**config.mk**
```make
export PLATFORM = sky130hd
export DESIGN_NAME = fifo_read_ctrl
export DESIGN_NICKNAME = d
export VERILOG_FILES = /design/src/rtl/fifo_read_ctrl.sv
export SDC_FILE = /design/constraint.sdc
export NUM_CORES = 1
export LEC_CHECK = 0
export BUFFER_PORTS_ARGS = -buffer_cell sky130_fd_sc_hd__buf_2
export CORE_AREA = 2 2 81 83
export DETAILED_ROUTE_END_ITERATION = 6
export DIE_AREA = 0 0 83 85
export GPL_ROUTABILITY_DRIVEN = 0
export GPL_TIMING_DRIVEN = 0
export PLACE_DENSITY = 0.71
export SYNTH_ARGS = -nofsm -noshare
export SYNTH_HDL_FRONTEND = slang
export SYNTH_SLANG_ARGS = --single-unit
```
**constraint.sdc**
```tcl
create_clock -name clk2 -period 6.63 [get_ports clk2]
set_input_delay 0 -clock clk2 [delete_from_list [all_inputs] [get_ports clk2]]
set_output_delay 0 -clock clk2 [all_outputs]
set_load 0.01 [all_outputs]
```
**src/rtl/fifo_read_ctrl.sv**
```systemverilog
// Read-domain controller for the asynchronous FIFO (clk2 side).
// Owns the binary/Gray read pointers, brings the Gray write pointer across
// with a two-flop synchroniser, and derives Empty and a conservative
// occupancy count. A small FSM sequences either consumer-driven single
// reads or fixed-length bursts. It drives the memory read address and
// strobe directly.
module fifo_read_ctrl #(
    parameter int DEPTH     = 512,
    parameter int PTR_WIDTH = 9
) (
    input  logic                 clk2,
    input  logic                 rst,
    input  logic                 Read,
    input  logic                 burst_req,
    input  logic [PTR_WIDTH:0]   burst_len,
    input  logic [PTR_WIDTH:0]   wr_ptr_gray,
    output logic [PTR_WIDTH:0]   rd_ptr_gray,
    output logic [PTR_WIDTH-1:0] rd_addr,
    output logic                 mem_rd_en,
    output logic                 Empty,
    output logic                 Data_valid,
    output logic                 Underflow,
    output logic [PTR_WIDTH:0]   rd_count,
    output logic                 burst_busy,
    output logic                 burst_done
);

    // The address field must cover the memory exactly, otherwise the wrap
    // bit would not mark a full lap of the buffer.
    if (DEPTH != (2 ** PTR_WIDTH)) begin : g_depth_check
        $error("fifo_read_ctrl: DEPTH must equal 2**PTR_WIDTH");
    end

    typedef enum logic [1:0] {
        ST_IDLE  = 2'd0,
        ST_BURST = 2'd1,
        ST_DONE  = 2'd2
    } state_t;

    localparam logic [PTR_WIDTH:0] LP_ONE = (PTR_WIDTH+1)'(1);

    // Registered state
    state_t             r_state;
    logic [PTR_WIDTH:0] r_cnt;
    logic [PTR_WIDTH:0] r_rd_bin;
    logic [PTR_WIDTH:0] r_rd_gray;
    logic [PTR_WIDTH:0] r_wq1;
    logic [PTR_WIDTH:0] r_wq2;
    logic               r_empty;
    logic               r_data_valid;
    logic               r_underflow;
    logic               r_burst_done;

    // Combinational helpers
    logic               w_burst_start;
    logic               w_req;
    logic               w_rd_fire;
    logic [PTR_WIDTH:0] w_rd_bin_next;
    logic [PTR_WIDTH:0] w_rd_gray_next;
    logic [PTR_WIDTH:0] w_wq2_bin;

    // Gray to binary: each binary bit is the XOR of all Gray bits at or above it.
    function automatic logic [PTR_WIDTH:0] gray2bin(input logic [PTR_WIDTH:0] g);
        logic [PTR_WIDTH:0] b;
        b[PTR_WIDTH] = g[PTR_WIDTH];
        for (int i = PTR_WIDTH - 1; i >= 0; i--) begin
            b[i] = b[i+1] ^ g[i];
        end
        return b;
    endfunction

    // Request selection, read accept and next-pointer arithmetic.
    always_comb begin
        // NOTE: every signal driven here gets a default first so no path
        // leaves it unassigned, which would otherwise infer a latch.
        w_burst_start = 1'b0;
        w_req         = 1'b0;
        w_burst_start = (r_state == ST_IDLE) && burst_req && (burst_len != '0);
        case (r_state)
            // A burst request in the same cycle takes priority; the Read is dropped.
            ST_IDLE:  w_req = Read && !w_burst_start;
            ST_BURST: w_req = 1'b1;
            default:  w_req = 1'b0;
        endcase
        w_rd_fire      = w_req && !r_empty;
        w_rd_bin_next  = r_rd_bin + {{PTR_WIDTH{1'b0}}, w_rd_fire};
        w_rd_gray_next = w_rd_bin_next ^ (w_rd_bin_next >> 1);
        w_wq2_bin      = gray2bin(r_wq2);
    end

    // Two-flop synchroniser bringing the write pointer into clk2.
    always_ff @(posedge clk2 or posedge rst) begin
        // NOTE: sequential state uses non-blocking assignments so every flop
        // samples the pre-edge values, independent of statement order.
        if (rst) begin
            r_wq1 <= '0;
            r_wq2 <= '0;
        end else begin
            r_wq1 <= wr_ptr_gray;
            r_wq2 <= r_wq1;
        end
    end

    // Read pointers, Empty flag and the one-cycle-late data-valid strobe.
    always_ff @(posedge clk2 or posedge rst) begin
        if (rst) begin
            r_rd_bin     <= '0;
            r_rd_gray    <= '0;
            r_empty      <= 1'b1;
            r_data_valid <= 1'b0;
        end else begin
            r_rd_bin     <= w_rd_bin_next;
            r_rd_gray    <= w_rd_gray_next;
            // Full-width compare: equal wrap bits and addresses mean nothing left.
            r_empty      <= (w_rd_gray_next == r_wq2);
            r_data_valid <= w_rd_fire;
        end
    end

    // Burst sequencer with registered Underflow and burst_done pulses.
    always_ff @(posedge clk2 or posedge rst) begin
        if (rst) begin
            r_state      <= ST_IDLE;
            r_cnt        <= '0;
            r_underflow  <= 1'b0;
            r_burst_done <= 1'b0;
        end else begin
            r_underflow  <= (r_state == ST_IDLE) && Read && r_empty && !w_burst_start;
            r_burst_done <= 1'b0;
            case (r_state)
                ST_IDLE: begin
                    if (w_burst_start) begin
                        r_cnt   <= burst_len;
                        r_state <= ST_BURST;
                    end
                end
                ST_BURST: begin
                    // Stalls silently while Empty; each accepted word counts down.
                    if (w_rd_fire) begin
                        r_cnt <= r_cnt - LP_ONE;
                        if (r_cnt == LP_ONE) begin
                            r_state      <= ST_DONE;
                            r_burst_done <= 1'b1;
                        end
                    end
                end
                ST_DONE: begin
                    r_state <= ST_IDLE;
                end
                default: begin
                    r_state <= ST_IDLE;
                end
            endcase
        end
    end

    assign rd_ptr_gray = r_rd_gray;
    assign rd_addr     = r_rd_bin[PTR_WIDTH-1:0];
    assign mem_rd_en   = w_rd_fire;
    assign Empty       = r_empty;
    assign Data_valid  = r_data_valid;
    assign Underflow   = r_underflow;
    // The synchronised write pointer is at least two cycles stale, so this
    // count can only under-report what is really in the FIFO.
    assign rd_count    = w_wq2_bin - r_rd_bin;
    assign burst_busy  = (r_state == ST_BURST);
    assign burst_done  = r_burst_done;

endmodule

```
==> impl_metrics.env <==
export IMPL_routed_wl_mm=5.690
export IMPL_status="finished clean"
export IMPL_cts_made_buffers=5
export IMPL_cts_repair_resized=0
export IMPL_timing_rr_end="Empty"
export IMPL_cpMostUsedCell="xnor2_2"
export IMPL_p_seq_frac=0.314
export IMPL_grt_antenna_before_repair=0
export IMPL_vias_per_cell=5.106
export IMPL_ys_top_cells_by_count="dfrtp_1, inv_1, xnor2_1, a21oi_1, nor2_1"
export IMPL_sw_frac_of_total=0.4189
export IMPL_postCtsSetupRepairBufs=0
export IMPL_drc_errors=0
export IMPL_finalHoldViolCount=0
export IMPL_crit_slowest_cell="xor3_2"
export IMPL_netlist_area_mm2=0.002970
export IMPL_vias=2257
export IMPL_cts_sinks=55
export IMPL_crit_required_ps=6630
export IMPL_crit_type="register to output pin"
export IMPL_first_global_vias=2118
export IMPL_switchingPower_mw=0.6545
export IMPL_synth_cell_types=56
export IMPL_grt_ovfl_total=0
export IMPL_endpoint_kind="output pin"
export IMPL_tns_ps=0
export IMPL_yosysTopAreaCell="dfrtp_1"
export IMPL_track_usage=0.1680
export IMPL_fmax_ghz=0.2518
export IMPL_dpl_cell_area_mm2=0.003377
export IMPL_wl_per_cell_um=12.87
export IMPL_areaGrowthSynthToFinish_pct=21.27
export IMPL_path_buf_inv=3
export IMPL_arrival_ps=3970
export IMPL_rsz0062_at_grt="no"
export IMPL_first_pass_iters=4
export IMPL_fillers=520
export IMPL_fin_crit_ps=3971
export IMPL_drt_initial_drc_count=128
export IMPL_rr_worst_depth=11
export IMPL_clkPwrFrac=0.113
export IMPL_cp_max_fo=4
export IMPL_die_area_mm2=0.007055
export IMPL_drive_above_1_share=0.2329
export IMPL_path_delay_family="XOR/XNOR gates"
export IMPL_cts_hold_fix_buffers=14
export IMPL_power_density_mw_per_mm2=433.7
export IMPL_ys_dominant_reg_cell="dfrtp_1"
export IMPL_pwr_share_comb=0.574
export IMPL_syn_area_per_cell_um2=10.46
export IMPL_synth_area_leaders="dfrtp_1, xnor2_1, ha_1"
export IMPL_cap_violations=0
export IMPL_period_share=0.5990
export IMPL_leakage_nw=1.700
export IMPL_cp_cell_sequence="buf_6 -> xor3_2 -> xor2_2 -> xnor2_2 -> xnor2_2 -> xnor2_2 -> xnor2_1 -> ha_1 -> inv_1 -> fa_1 -> a21o_1 -> a21oi_1 -> o21bai_1 -> a21oi_1 -> o21ai_0 -> xor2_1 -> buf_2"
export IMPL_internal_power_mw=0.9079
export IMPL_r2r_slack_ps=3700
export IMPL_ys_async_sr_fraction=1.000
export IMPL_hp_start="burst_len[0]"
export IMPL_clk_pin_slew_ps=90
export IMPL_critPathLaunchType="register"
export IMPL_portBuffers=58
export IMPL_drv_slew=0
export IMPL_hold_depth=3
export IMPL_relSlewSlack=0.6822
export IMPL_timing_worst_slew_pin_value_ps=464.7
export IMPL_hold_class="input port to register"
export IMPL_cts_tree="yes"
export IMPL_ys_ff_latch=55
export IMPL_min_to="r_cnt[0]"
export IMPL_synth_top_cell_area_share=0.4549
export IMPL_placementRows=29
export IMPL_grt_max_degree=40
export IMPL_die_x_um=83
export IMPL_ir_drop_mv=0.2535
export IMPL_core_area_mm2=0.006205
export IMPL_fin_nets=402
export IMPL_synth_edff_count=0
export IMPL_finalSetupViolCount=0
export IMPL_synthesis_instances=284
export IMPL_yosysWarnings=0
export IMPL_syn_nets=322
export IMPL_diodes=0
export IMPL_hpwl_mm=4.345
export IMPL_die_y_um=85
export IMPL_finalClockSkew_ps=9.686
export IMPL_clockRootBuffer="clkbuf_8"
export IMPL_critPathMaxStageDelay_ps=410
export IMPL_htreeDepth=2
export IMPL_multi_input_area_mm2=0.001454
export IMPL_ff_latch_area_mm2=0.001378
export IMPL_clkLatencyLatePin_ps=300
export IMPL_postLayoutCellArea_mm2=0.003602
export IMPL_cts_buffer_depth=2
export IMPL_grt_pass1_wl_mm=9.563
export IMPL_initial_core_util=0.4787
export IMPL_synth_seq_area_share=0.4638
export IMPL_synth_most_common_cell="dfrtp_1"
export IMPL_r2r_start="r_state[0]"
export IMPL_ios=59
export IMPL_ant_nets=0
==> registers in the layout (all words and copies together), names as in the netlist <==
| signal | cells |
|---|---|
| r_wq2 | 10 |
| Underflow | 1 |
| rd_ptr_gray | 9 |
| r_rd_bin | 10 |
| r_wq1 | 10 |
| r_cnt | 10 |
| r_state | 2 |
| Data_valid | 1 |
| burst_done | 1 |
| Empty | 1 |
==> worst max-delay path by stage <==
stage | start | to | slack, ps | cells past startpoint
3_5_place_dp | r_wq2[9] | rd_count[8] | 2970 | 17
2_1_floorplan | r_wq2[9] | rd_count[8] | 3290 | 16
4_1_cts | r_wq2[9] | rd_count[8] | 2630 | 17
3_3_place_gp | burst_len[6] | Empty | 2950 | 14
6_report | r_wq2[9] | rd_count[8] | 2660 | 17
5_1_grt | burst_len[6] | Empty | 2310 | 15
==> worst register-to-register path: stages (launching register included) <==
cell and delay, ps:
dfrtp_1 420, inv_1 80, a211oi_1 400, ha_1 330
ha_1 160, buf_2 190, xnor2_1 220, xnor2_1 130
or3_1 350, nand2_1 70, o2111ai_1 130, a2111oi_0 330
==> cells by family after synthesis <==
kind of cell / Yosys count / share of synthesized area
adder cells (fa/ha/maj): 14 / 0.06150
multiplexers: 2 / 0.006740
XOR/XNOR: 44 / 0.1592
AO/OA/AOI/OAI: 62 / 0.1331
buffers and inverters: 33 / 0.04675
flip-flops: 55 / 0.4638
AND/OR/NAND/NOR: 74 / 0.1289
==> placed cells by master, fill, tap and decap left out, types with 2 or more instances in the layout <==
cell	count
xnor2_2	3
a2111oi_0	2
nand3_1	10
mux2i_1	2
or2_2	2
xnor2_1	22
and2_1	4
nand2_1	12
xor2_1	14
nor2_1	18
nand2b_1	2
dfrtp_1	54
nor4_1	4
clkbuf_8	5
nor2b_1	2
o21ai_0	17
buf_2	63
a21oi_1	19
or4_1	3
a21o_1	2
and3_1	2
nand4_1	2
a22oi_1	3
a211oi_1	2
clkbuf_1	2
or3_1	4
xnor3_1	3
nor3_1	5
o22ai_1	3
ha_1	13
inv_1	22
dlygate4sd3_1	14
==> power groups by stage <==
| stage | clock [mW] | sequential [mW] | combinational (mW) |
|---|---|---|---|
| detailed placement | 0 | 0.496 | 0.893 |
| global placement | 0 | 0.495 | 0.877 |
| global route | 0.200 | 0.503 | 1.00 |
| finish | 0.176 | 0.490 | 0.897 |
| CTS | 0.185 | 0.490 | 0.903 |
| floorplan | 0 | 0.510 | 0.636 |
==> final cells by class <==
cell class                 count  share of cell area
inverter                      24             0.02501
sequential                    55              0.3824
timing repair buffer          73              0.1250
multi-input combinational    196              0.4036
tap                           77             0.02675
buffer                         9             0.01355
clock buffer                   6             0.02015
clock inverter                 2            0.003473
==> through the flow <==
step	utilization	setup WS, ps	hold slack (ps)	std cells	total power, mW
finish	0.5806	2659	15.59	442	1.562
global route	0.5806	2313	30.95	442	1.706
CTS	0.5806	2626	9.348	442	1.578
detailed placement	0.5443	2968	22.45	420	1.389
global placement	0.5410	2945	109.1	419	1.372
floorplan	-	3295	31.43	284	1.146
==> per-layer routing <==
layer / up-vias / part of all wire / GRT usage
met5: - / 0 / 0
met1: 1040 / 0.45 / 0.2194
li1: 1147 / - / -
met3: 4 / 0.048 / 0.02529
met2: 66 / 0.50 / 0.2896
met4: 0 / 0.0063 / 0.05514
Power figures use the tool's default switching activity.
